==> src/rtl/pipeline_ctrl.sv <==
// Hazard/redirect controller: merges stage stall requests and sequences trap/mret redirects.
// Optional stall watchdog is compiled in when STALL_WDOG_EN is defined.
module pipeline_ctrl #(
  parameter int WIDTH         = 32,
  parameter int REFILL_CYCLES = 1,
  parameter int WDOG_LIMIT    = 255
) (
  input  logic             clk,
  input  logic             rst_n,
  input  logic             stall_req_id,
  input  logic             stall_req_ex,
  input  logic             stall_req_mem,
  input  logic             trap_req,
  input  logic [WIDTH-1:0] trap_vector,
  input  logic             mret_req,
  input  logic [WIDTH-1:0] mepc,
  output logic [4:0]       ctrl_stall,
  output logic             ctrl_flush,
  output logic             ctrl_pc_re,
  output logic [WIDTH-1:0] ctrl_new_pc,
  output logic             redirect_busy,
  output logic             stall_timeout
);

  localparam int CW = (REFILL_CYCLES < 2) ? 1 : $clog2(REFILL_CYCLES + 1);

  typedef enum logic [1:0] {S_RUN, S_FLUSH, S_REFILL} state_t;

  state_t           r_state, w_state_next;
  logic             r_pend, w_pend_next;
  logic [WIDTH-1:0] r_target, w_target_next;
  logic [WIDTH-1:0] r_new_pc, w_new_pc_next;
  logic [CW-1:0]    r_cnt, w_cnt_next;

  logic [4:0]       w_stall_pri, w_stall;
  logic             w_req, w_pend_any;
  logic [WIDTH-1:0] w_target_any;

  always_comb begin
    w_stall_pri = 5'b00000;
    if (stall_req_mem)     w_stall_pri = 5'b11111;
    else if (stall_req_ex) w_stall_pri = 5'b01111;
    else if (stall_req_id) w_stall_pri = 5'b00111;
    // A flush cycle kills everything, so no stage may be held while it happens.
    w_stall = (!rst_n || r_state == S_FLUSH) ? 5'b00000 : w_stall_pri;
  end

  // Merge the stored request with one arriving this cycle; trap beats mret, newest wins.
  always_comb begin
    w_req        = trap_req | mret_req;
    w_pend_any   = r_pend | w_req;
    w_target_any = trap_req ? trap_vector : (mret_req ? mepc : r_target);
  end

  always_comb begin
    w_state_next  = r_state;
    w_pend_next   = w_pend_any;
    w_target_next = w_target_any;
    w_new_pc_next = r_new_pc;
    w_cnt_next    = r_cnt;
    case (r_state)
      S_RUN: begin
        if (w_pend_any && !stall_req_mem) begin
          w_state_next  = S_FLUSH;
          w_pend_next   = 1'b0;
          w_new_pc_next = w_target_any;
        end
      end
      S_FLUSH: begin
        w_state_next = S_REFILL;
        w_cnt_next   = CW'(REFILL_CYCLES);
      end
      S_REFILL: begin
        if (trap_req && !stall_req_mem) begin
          w_state_next  = S_FLUSH;
          w_pend_next   = 1'b0;
          w_new_pc_next = w_target_any;
        end else if (!w_stall[0]) begin
          if (r_cnt == CW'(1)) begin
            if (w_pend_any) begin
              w_state_next  = S_FLUSH;
              w_pend_next   = 1'b0;
              w_new_pc_next = w_target_any;
            end else begin
              w_state_next = S_RUN;
            end
          end else begin
            w_cnt_next = r_cnt - CW'(1);
          end
        end
      end
      default: w_state_next = S_RUN;
    endcase
  end

  always_ff @(posedge clk or negedge rst_n) begin
    if (!rst_n) begin
      r_state  <= S_RUN;
      r_pend   <= 1'b0;
      r_target <= '0;
      r_new_pc <= '0;
      r_cnt    <= '0;
    end else begin
      r_state  <= w_state_next;
      r_pend   <= w_pend_next;
      r_target <= w_target_next;
      r_new_pc <= w_new_pc_next;
      r_cnt    <= w_cnt_next;
    end
  end

  assign ctrl_stall    = w_stall;
  assign ctrl_flush    = (r_state == S_FLUSH);
  assign ctrl_pc_re    = (r_state == S_REFILL);
  assign redirect_busy = (r_state != S_RUN);
  assign ctrl_new_pc   = r_new_pc;

`ifdef STALL_WDOG_EN
  logic [7:0] r_wdog;
  logic       w_wdog_hit;

  // Fires in the cycle that completes the run of WDOG_LIMIT consecutive stalls.
  assign w_wdog_hit = (w_stall != 5'b00000) && (r_wdog == 8'(WDOG_LIMIT - 1));

  always_ff @(posedge clk or negedge rst_n) begin
    if (!rst_n)                     r_wdog <= 8'd0;
    else if (w_stall == 5'b00000)   r_wdog <= 8'd0;
    else if (w_wdog_hit)            r_wdog <= 8'd0;
    else if (r_wdog != 8'hFF)       r_wdog <= r_wdog + 8'd1;
  end

  assign stall_timeout = w_wdog_hit;
`else
  assign stall_timeout = 1'b0;
`endif

endmodule
==> config.mk <==
export PLATFORM = sky130hd
export DESIGN_NAME = pipeline_ctrl
export DESIGN_NICKNAME = d
export VERILOG_FILES = /design/src/rtl/pipeline_ctrl.sv
export SDC_FILE = /design/constraint.sdc
export NUM_CORES = 1
export LEC_CHECK = 0
export CORE_MARGIN = 10
export CORE_UTILIZATION = 43
export DETAILED_ROUTE_END_ITERATION = 10
export HOLD_SLACK_MARGIN = 0.05
export MAX_ROUTING_LAYER = met4
export PLACE_DENSITY = 0.82
export REMOVE_ABC_BUFFERS = 1
export SLEW_MARGIN = 25
export SYNTH_ARGS = -nofsm -noshare
export SYNTH_HDL_FRONTEND = slang
export SYNTH_SLANG_ARGS = --single-unit
==> constraint.sdc <==
create_clock -name clk -period 2.2 [get_ports clk]
set_input_delay 0.44 -clock clk [delete_from_list [all_inputs] [get_ports clk]]
set_output_delay 0.44 -clock clk [all_outputs]
set_load 0.02 [all_outputs]
# Word-level counts from Yosys, hierarchy flattened

Index checks and enable logic that the tools add are counted.

Memories kept: 0
Word-level logic and storage cells: 55
Memory bits (writable): 0
Bits in latches: 0
Input bits: 71
Register bits: 68
ROM bits: 0
Output and inout port bits: 41

$mul: 0
Mux-type cells: 27
Reductions and logical operators: 12
Bitwise operators: 2
Equality and inequality tests: 8
Shift-type cells: 0
$add $sub $neg: 1
Magnitude comparators: 0
Divide/modulo/power cells: 0

Operators by type and width:

| cell                | number |
|---|---|
| $mux 32             | 7 |
| $pmux 32 s2         | 1 |
| $mux 5              | 2 |
| $mux 1              | 8 |
| $mux 2              | 4 |
| $ne 2x2->1 const B  | 3 |
| $ne 3x1->1 const B  | 2 |
| $pmux 2 s3          | 1 |
| $reduce_and 3->1    | 2 |
| $reduce_bool 2->1   | 3 |
| $reduce_and 5->1    | 1 |
| $mux 4              | 1 |
| $pmux 1 s2          | 2 |
| $mux 3              | 1 |
| $ne 3x2->1 const B  | 1 |
| $eq 2x1->1 const B  | 1 |
| $eq 2x2->1 const B  | 1 |
| $logic_and 1x1->1   | 2 |
| $logic_not 1->1     | 2 |
| $logic_not 2->1     | 1 |
| $or 1x1->1          | 2 |
| $logic_or 1x1->1    | 1 |
| $sub 1x1->1 const B | 1 |

# Depth between registers and ports, before layout

Gate-level depths: netlist of run 1.

Depth in word-level cells: 7
Depth in mapped cells: 5
Mapped depth without buffers: 4

# Worst setup path after synthesis of run 1

No wires, ideal clock.

Path type: reg-to-reg
Start: reg r_state[0]
End: reg r_new_pc[13] (netlist: ctrl_new_pc[13])
Cell stages (with the launch flop): 6
Clock period less this slack: 1.807 ns
Buffers on the path: 1
Arrival time: 1.682 ns
Library setup time: 0.125 ns
Required time: 2.075 ns
Setup slack: 0.393 ns
Path through: dfrtp_1 nor2b_1 o2111ai_2 nand3b_4 buf_6 mux2_2

Elaborated cells on any way between the ends: 12
Those cells by class: eq/ne (6); mux (2); reduce/logical (4)

RTL lines:

| item                                                      | RTL line | text |
|---|---|---|
| from (decl)                                               | 29       | `state_t r_state, w_state_next;` |
| from (signal assigned)                                    | 104      | `r_state <= w_state_next;` |
| $eq 2x2->1 *                                              | n/a      |  |
| via ctrl_pc_re                                            | 19       | `output logic ctrl_pc_re,` |
| $ne 3x1->1 (no source line), or another cell as far along | n/a      |  |
| $reduce_and 5->1 (no source line)                         | n/a      |  |
| to (signal assigned)                                      | 107      | `r_new_pc <= w_new_pc_next;` |
| to (decl)                                                 | 32       | `logic [WIDTH-1:0] r_new_pc, w_new_pc_next;` |

The timed path passes the listed nets; every way through them passes the cells marked *.
A chain may end at the register's enable or synchronous reset.

# Worst setup path in the final report of run 1

Start: in stall_req_mem
End: out ctrl_stall[1]

Cells in the longest elaborated chain, start to end: 2

Ends and longest elaborated chain:

| item        | RTL line | text |
|---|---|---|
| from (decl) | 12       | `input logic stall_req_mem,` |
| $mux 5      | 41       | `if (stall_req_mem) w_stall_pri = 5'b11111;` |
| $mux 5      | 45       | `w_stall = (!rst_n \|\| r_state == S_FLUSH) ? 5'b00000 : w_stall_pri;` |
| to (decl)   | 17       | `output logic [4:0] ctrl_stall,` |

Every way passes these cells.

==> metrics, run 1 <==
area growth from synthesis to layout=46.5%; number of DRC markers in iteration 0=approximately 50; Final Non-Filler Cells=approximately 430; GRT Overall Usage=0.147; htree depth=3; status=complete, no violations; RSZ-0062 raised after global routing=false; wl on met1=slightly above 3000 um; global-route wire length before repair=around 12000 um; Netlist cell types=22; Clock Pin Slew Worst Setup and Hold Paths=about 0.060 ns; Ports=roughly 110; Cell Int Power=between 3000 and 4000 uW; net switching power=approximately 1600 uW; mapped cell area=approximately 0.0029 mm^2; maximum fanout along the worst path=5; Multi-input gate area=between 0.001 and 0.0015 mm^2; DRC=0; Seq pwr share=0.367; Initial Util=0.451; CP Cell Sequence=clkdlybuf4s50_1, nor3_1, nor2_1, dlygate4sd2_1; Lkg Pwr=between 0.0015 and 0.002 uW; fin crit period=about 2.1 ns; max-cap violation count=0; endpoints failing setup=0; Synth Instances=approximately 240; Antenna Nets Post-Route=0; number of diodes=0; fmax=between 0.4 and 0.5 GHz; worst-margin pin slew=~0.56 ns; combinational share of power=0.451; placed cell areas=0.00409 mm^2; drt pass-1 iters=4; Levels on crit path=4; remaining global-route overflow=0; Power Density=~1200 mW/mm^2; Layout fillers=between 500 and 600; die height=around 100 um; number of port buffers=between 100 and 150; share of cells above drive strength 1=0.175; Crit path required time=~1.8 ns; Fin. Hold Viols=0; CTS Buf Count=9; Final Wtd Congestion=around 0.78; critical path startpoint category=input port; HP Class=input port to async pin; placed insts=417; Final Cycle Share=0.947; CTS tree=done; critical path endpoint category=output pin; met3 wire length=565 um; Post-CTS Setup Repair Bufs=0; CTS Buffer Depth=2; routed length on met2=about 3600 um; nets@finish=between 400 and 500; Slowest cell on crit path=clkdlybuf4s50_1; kind of critical path=input port to output pin; post-synthesis sequential area ratio=0.584; die area=0.0105 mm^2; slew margin rel.=0.628; Max stage delay on crit path=about 0.54 ns; worst vdd ir=~0.64 mV; Reg area=between 0.0015 and 0.002 mm^2; uppermost layer routed=met4; worst path bufs/invs=2; Clk pwr share=0.182; Finished Core Util=0.660; hpwl dp=roughly 5700 um; Post-Syn Area per Cell=approximately 12 um^2; routed vias=approximately 2100; Synth Register Bits=between 60 and 70; FP Rows=29; final cell area excluding filler cells=between 0.004 and 0.005 mm^2; clk_skew=between 0.004 and 0.005 ns; routed length per instance=17.0 um; hold buffer count at cts=0; Root Driver=clkbuf_8; switching part of the total=0.327; CP Data Arrival Time=1.64 ns; core area=about 0.0065 mm^2; number of synthesis warnings=0; worst skew pair latency=about 0.32 ns; Slew Limit Fails=0; number of global-route vias before repair=2300; via-per-instance ratio=slightly below 5; largest net degree at the start of global routing=47; initial antenna violation count=0; Total Wirelength=about 7300 um; clock sinks=68; Horiz. Die Dim=roughly 100 um; FF-to-FF path depth=5; Top delay family on crit path=buffers and inverters
kinds of logic after synthesis:
family,Yosys count,synth area share
muxes,64,0.235
DFF,68,0.584
and+or+nand+nor,46,0.0722
AOI/OAI and AO/OA,37,0.0670
buffers and inverters,21,0.0400
other,1,0.00129
registers in the layout, indices dropped and copies added, names as in the netlist:
name / count
r_cnt: 1
r_state: 2
r_target: 32
r_pend: 1
ctrl_new_pc: 32
final cells by class:
| cell class | instances | area share |
|---|---|---|
| multi-input combinational | 148 | 0.256 |
| timing repair buffer | 120 | 0.278 |
| clock inverter | 2 | 0.00235 |
| clock buffer | 12 | 0.0387 |
| sequential | 68 | 0.399 |
| tap | 77 | 0.0226 |
| inverter | 4 | 0.00352 |
synth_stat cells (all sizes together):
master / instances / area share
o21ai: 33 / 0.057
nor2: 3 / 0.0039
nor2b: 1 / 0.0022
nand2: 34 / 0.044
inv: 4 / 0.0052
o2111ai: 1 / 0.0052
mux2i: 32 / 0.11
or4b: 1 / 0.0034
nor3: 2 / 0.0034
nand3b: 1 / 0.0069
clkbuf: 8 / 0.010
conb: 1 / 0.0013
buf: 9 / 0.024
a21oi: 3 / 0.0052
mux2: 32 / 0.13
nand2b: 2 / 0.0043
dfrtp: 68 / 0.58
and3: 1 / 0.0022
or2: 1 / 0.0022
power groups by stage:
| stage | Combinational [uW] | Clock [uW] | Sequential, uW |
|---|---|---|---|
| finish | 2220 | 896 | 1810 |
| global route | 2360 | 1010 | 1850 |
| CTS | 2260 | 927 | 1810 |
| detailed placement | 2270 | 0 | 1830 |
| global placement | 2230 | 0 | 1810 |
| floorplan | 735 | 0 | 2180 |
path summary, 6_finish.rpt:
check | endpoint | start | slack (ns)
worst max-delay path | ctrl_stall[1] | stall_req_mem | 0.12
worst min-delay path | r_cnt | rst_n | 0.15
worst max register to register | ctrl_new_pc[22] | r_cnt | 0.52
worst min register to register | ctrl_new_pc[2] | ctrl_new_pc[2] | 0.50
max in group asynchronous | ctrl_new_pc[13] | rst_n | 1.55
min in group clk | r_pend | mret_req | 0.45
cells in the final DEF (no fill, tap or decap), drive strengths merged, types with 2 or more instances in the layout:
| cell type | netlist | layout |
|---|---|---|
| nand2b | 2 | 2 |
| o21ai | 33 | 33 |
| nor2 | 3 | 3 |
| clkdlybuf4s50 | 0 | 102 |
| mux2 | 32 | 32 |
| clkbuf | 8 | 12 |
| a21oi | 3 | 3 |
| dlygate4sd2 | 0 | 4 |
| nor3 | 2 | 2 |
| clkinv | 0 | 2 |
| dfrtp | 68 | 68 |
| mux2i | 32 | 32 |
| inv | 4 | 4 |
| nand2 | 34 | 34 |
| buf | 9 | 13 |
stage by stage:
stage | hold WS [ns] | setup TNS (ns) | setup slack [ns] | total power, uW
floorplan | 0.144 | 0 | 0.270 | 2910
global placement | 0.482 | -3.18 | -0.113 | 4040
detailed placement | 0.493 | -4.46 | -0.172 | 4100
CTS | 0.148 | 0 | 0.00602 | 5000
global route | 0.158 | 0 | 0.0232 | 5220
finish | 0.153 | 0 | 0.116 | 4920
layer usage:
layer | up-vias | GRT usage
li1 | 1039 | -
met1 | 1033 | 0.171
met2 | 65 | 0.229
met3 | 6 | 0.0621
met4 | 0 | 0.0390
met5 | - | -
worst register-to-register path, stage by stage, from the launching register on:
cell       delay (ns)
dfrtp_1          0.35
or4b_1           0.46
o2111ai_2        0.13
nand3b_4         0.14
buf_12           0.18
mux2_4           0.30
timing repair:
| action | 4_1_cts | 5_1_grt |
|---|---|---|
| gates resized for setup | 4 | 1 |
| endpoints found under the setup margin | 4 | 1 |
| gates cloned | 0 | 0 |
Note: power is estimated with default switching activity, not from simulation.
==> run 2: changes to the inputs <==
--- a/config.mk
+++ b/config.mk
@@ -5,7 +5,7 @@
 export SDC_FILE = /design/constraint.sdc
 export NUM_CORES = 1
 export LEC_CHECK = 0
-export CORE_MARGIN = 10
+export CORE_MARGIN = 5
 export CORE_UTILIZATION = 43
 export DETAILED_ROUTE_END_ITERATION = 10
 export HOLD_SLACK_MARGIN = 0.05
==> run 2 against run 1 <==
  * Total power is 0.28% lower
  * Sequential power hardly changed
  * Maximum frequency grew 0.83%
  * Count of clock-buffer cells in the layout stayed put
  * Die area is 19% lower
  * Via count up 0.42%
==> metrics, run 2 (synthesized netlist as in run 1, its figures left out) <==
status=complete, no violations; Clk pwr share=0.185; Slew Limit Fails=0; share of cells above drive strength 1=0.175; RSZ-0062 raised after global routing=false; die height=roughly 90 um; net switching power=between 1500 and 2000 uW; Total Wirelength=about 6700 um; endpoints failing setup=0; GRT Overall Usage=0.165; maximum fanout along the worst path=4; number of diodes=0; Antenna Nets Post-Route=0; number of DRC markers in iteration 0=83; DRC=0; CTS Buf Count=9; worst vdd ir=0.618 mV; Horiz. Die Dim=between 90 and 100 um; placed insts=420; met3 wire length=330 um; Root Driver=clkbuf_8; uppermost layer routed=met4; Final Cycle Share=0.939; Final Wtd Congestion=0.780; nets@finish=about 420; worst skew pair latency=0.32 ns; core area=approximately 0.0067 mm^2; Layout fillers=around 540; commonest non-fill, non-tap cell in the layout=clkdlybuf4s50_1; commonest cells after routing, fill and taps aside=102 x clkdlybuf4s50_1, 68 x dfrtp_1, 34 x nand2_1; Power Density=1150 mW/mm^2; remaining global-route overflow=0; Initial Util=0.436; hold buffer count at cts=0; Final Non-Filler Cells=434; critical path startpoint category=register; switching part of the total=0.326; CTS Buffer Depth=2; die area=roughly 0.0085 mm^2; number of global-route vias before repair=about 2300; Multi-input gate area=~0.0011 mm^2; CP Data Arrival Time=between 1.5 and 2 ns; critical path endpoint category=output pin; Ports=about 110; routed vias=~2200; Pwr Total=4910 uW; Clock Pin Slew Worst Setup and Hold Paths=roughly 0.07 ns; Reg area=about 0.0017 mm^2; wl on met1=roughly 2900 um; fmax=just under 0.5 GHz; placed cell areas=between 0.004 and 0.005 mm^2; worst hold slack=roughly 0.21 ns; kind of critical path=register to output pin; fin crit period=2.07 ns; drt pass-1 iters=4; Lkg Pwr=0.00193 uW; CTS tree=done; clock sinks=68; largest net degree at the start of global routing=around 50; Post-CTS Setup Repair Bufs=0; routed length per instance=~15 um; Fin. Hold Viols=0; via-per-instance ratio=just under 5; global-route wire length before repair=roughly 11000 um; HP Class=input port to async pin; routed length on met2=roughly 3500 um; combinational share of power=0.446; final cell area excluding filler cells=roughly 0.0043 mm^2; max-cap violation count=0; hpwl dp=5010 um; htree depth=3; Seq pwr share=0.369; Crit path required time=1.76 ns; area growth from synthesis to layout=46.5%; initial antenna violation count=0; Cell Int Power=between 3000 and 4000 uW; Final TNS setup=0 ns; FP Rows=30; clk_skew=roughly 0.0091 ns; number of port buffers=110
-- run 2: worst max-delay path, stage by stage (launching register included) --
cell and delay, ns:
dfrtp_1 0.40, nor2b_1 0.24, clkdlybuf4s50_1 0.66
-- run 2: repair_timing --
item / CTS / global route
gates resized for setup: 5 / 0
endpoints found under the setup margin: 5 / 0
endpoints found under the hold margin: 0 / 0
-- run 2: path summary, 6_finish.rpt --
kind                                 start               to  slack, ns  cells past startpoint
min                                  rst_n            r_cnt       0.21                      2
max reg2reg                          r_cnt  ctrl_new_pc[22]       0.53                      5
min in group clk                  mret_req           r_pend       0.46                      3
min reg2reg                ctrl_new_pc[17]  ctrl_new_pc[17]       0.50                      1
max                             r_state[0]       ctrl_pc_re       0.13                      2
max in group asynchronous            rst_n  ctrl_new_pc[14]       1.67                      2
-- run 2: metrics by stage --
| step | setup WS [ns] | util |
|---|---|---|
| after CTS | 0.110 | 0.638 |
| after global routing | 0.0483 | 0.638 |
| final | 0.134 | 0.638 |
| after global placement | -0.0781 | 0.613 |
| after floorplan | 0.270 | - |
| after detailed placement | -0.147 | 0.613 |
-- run 2: power groups by stage --
stage          clock [uW]  combinational [uW]  sequential, uW
5_1_grt               983                2330            1860
3_5_place_dp            0                2230            1840
3_3_place_gp            0                2190            1820
2_1_floorplan           0                 735            2180
4_1_cts               931                2230            1820
6_report              908                2190            1810
-- run 2: cell type report --
type	instances	area share
clock buffers	12	0.0387
clock inverters	2	0.00235
inverters	4	0.00352
multi-input cells	148	0.256
flip-flops and latches	68	0.399
well taps	80	0.0235
repair buffers	120	0.277
-- run 2: per-layer routing --
layer  track usage  vias to the layer above
met3        0.0394                        3
met4        0.0458                        0
li1              -                     1038
met5             -                        -
met1         0.196                     1053
met2         0.281                       58
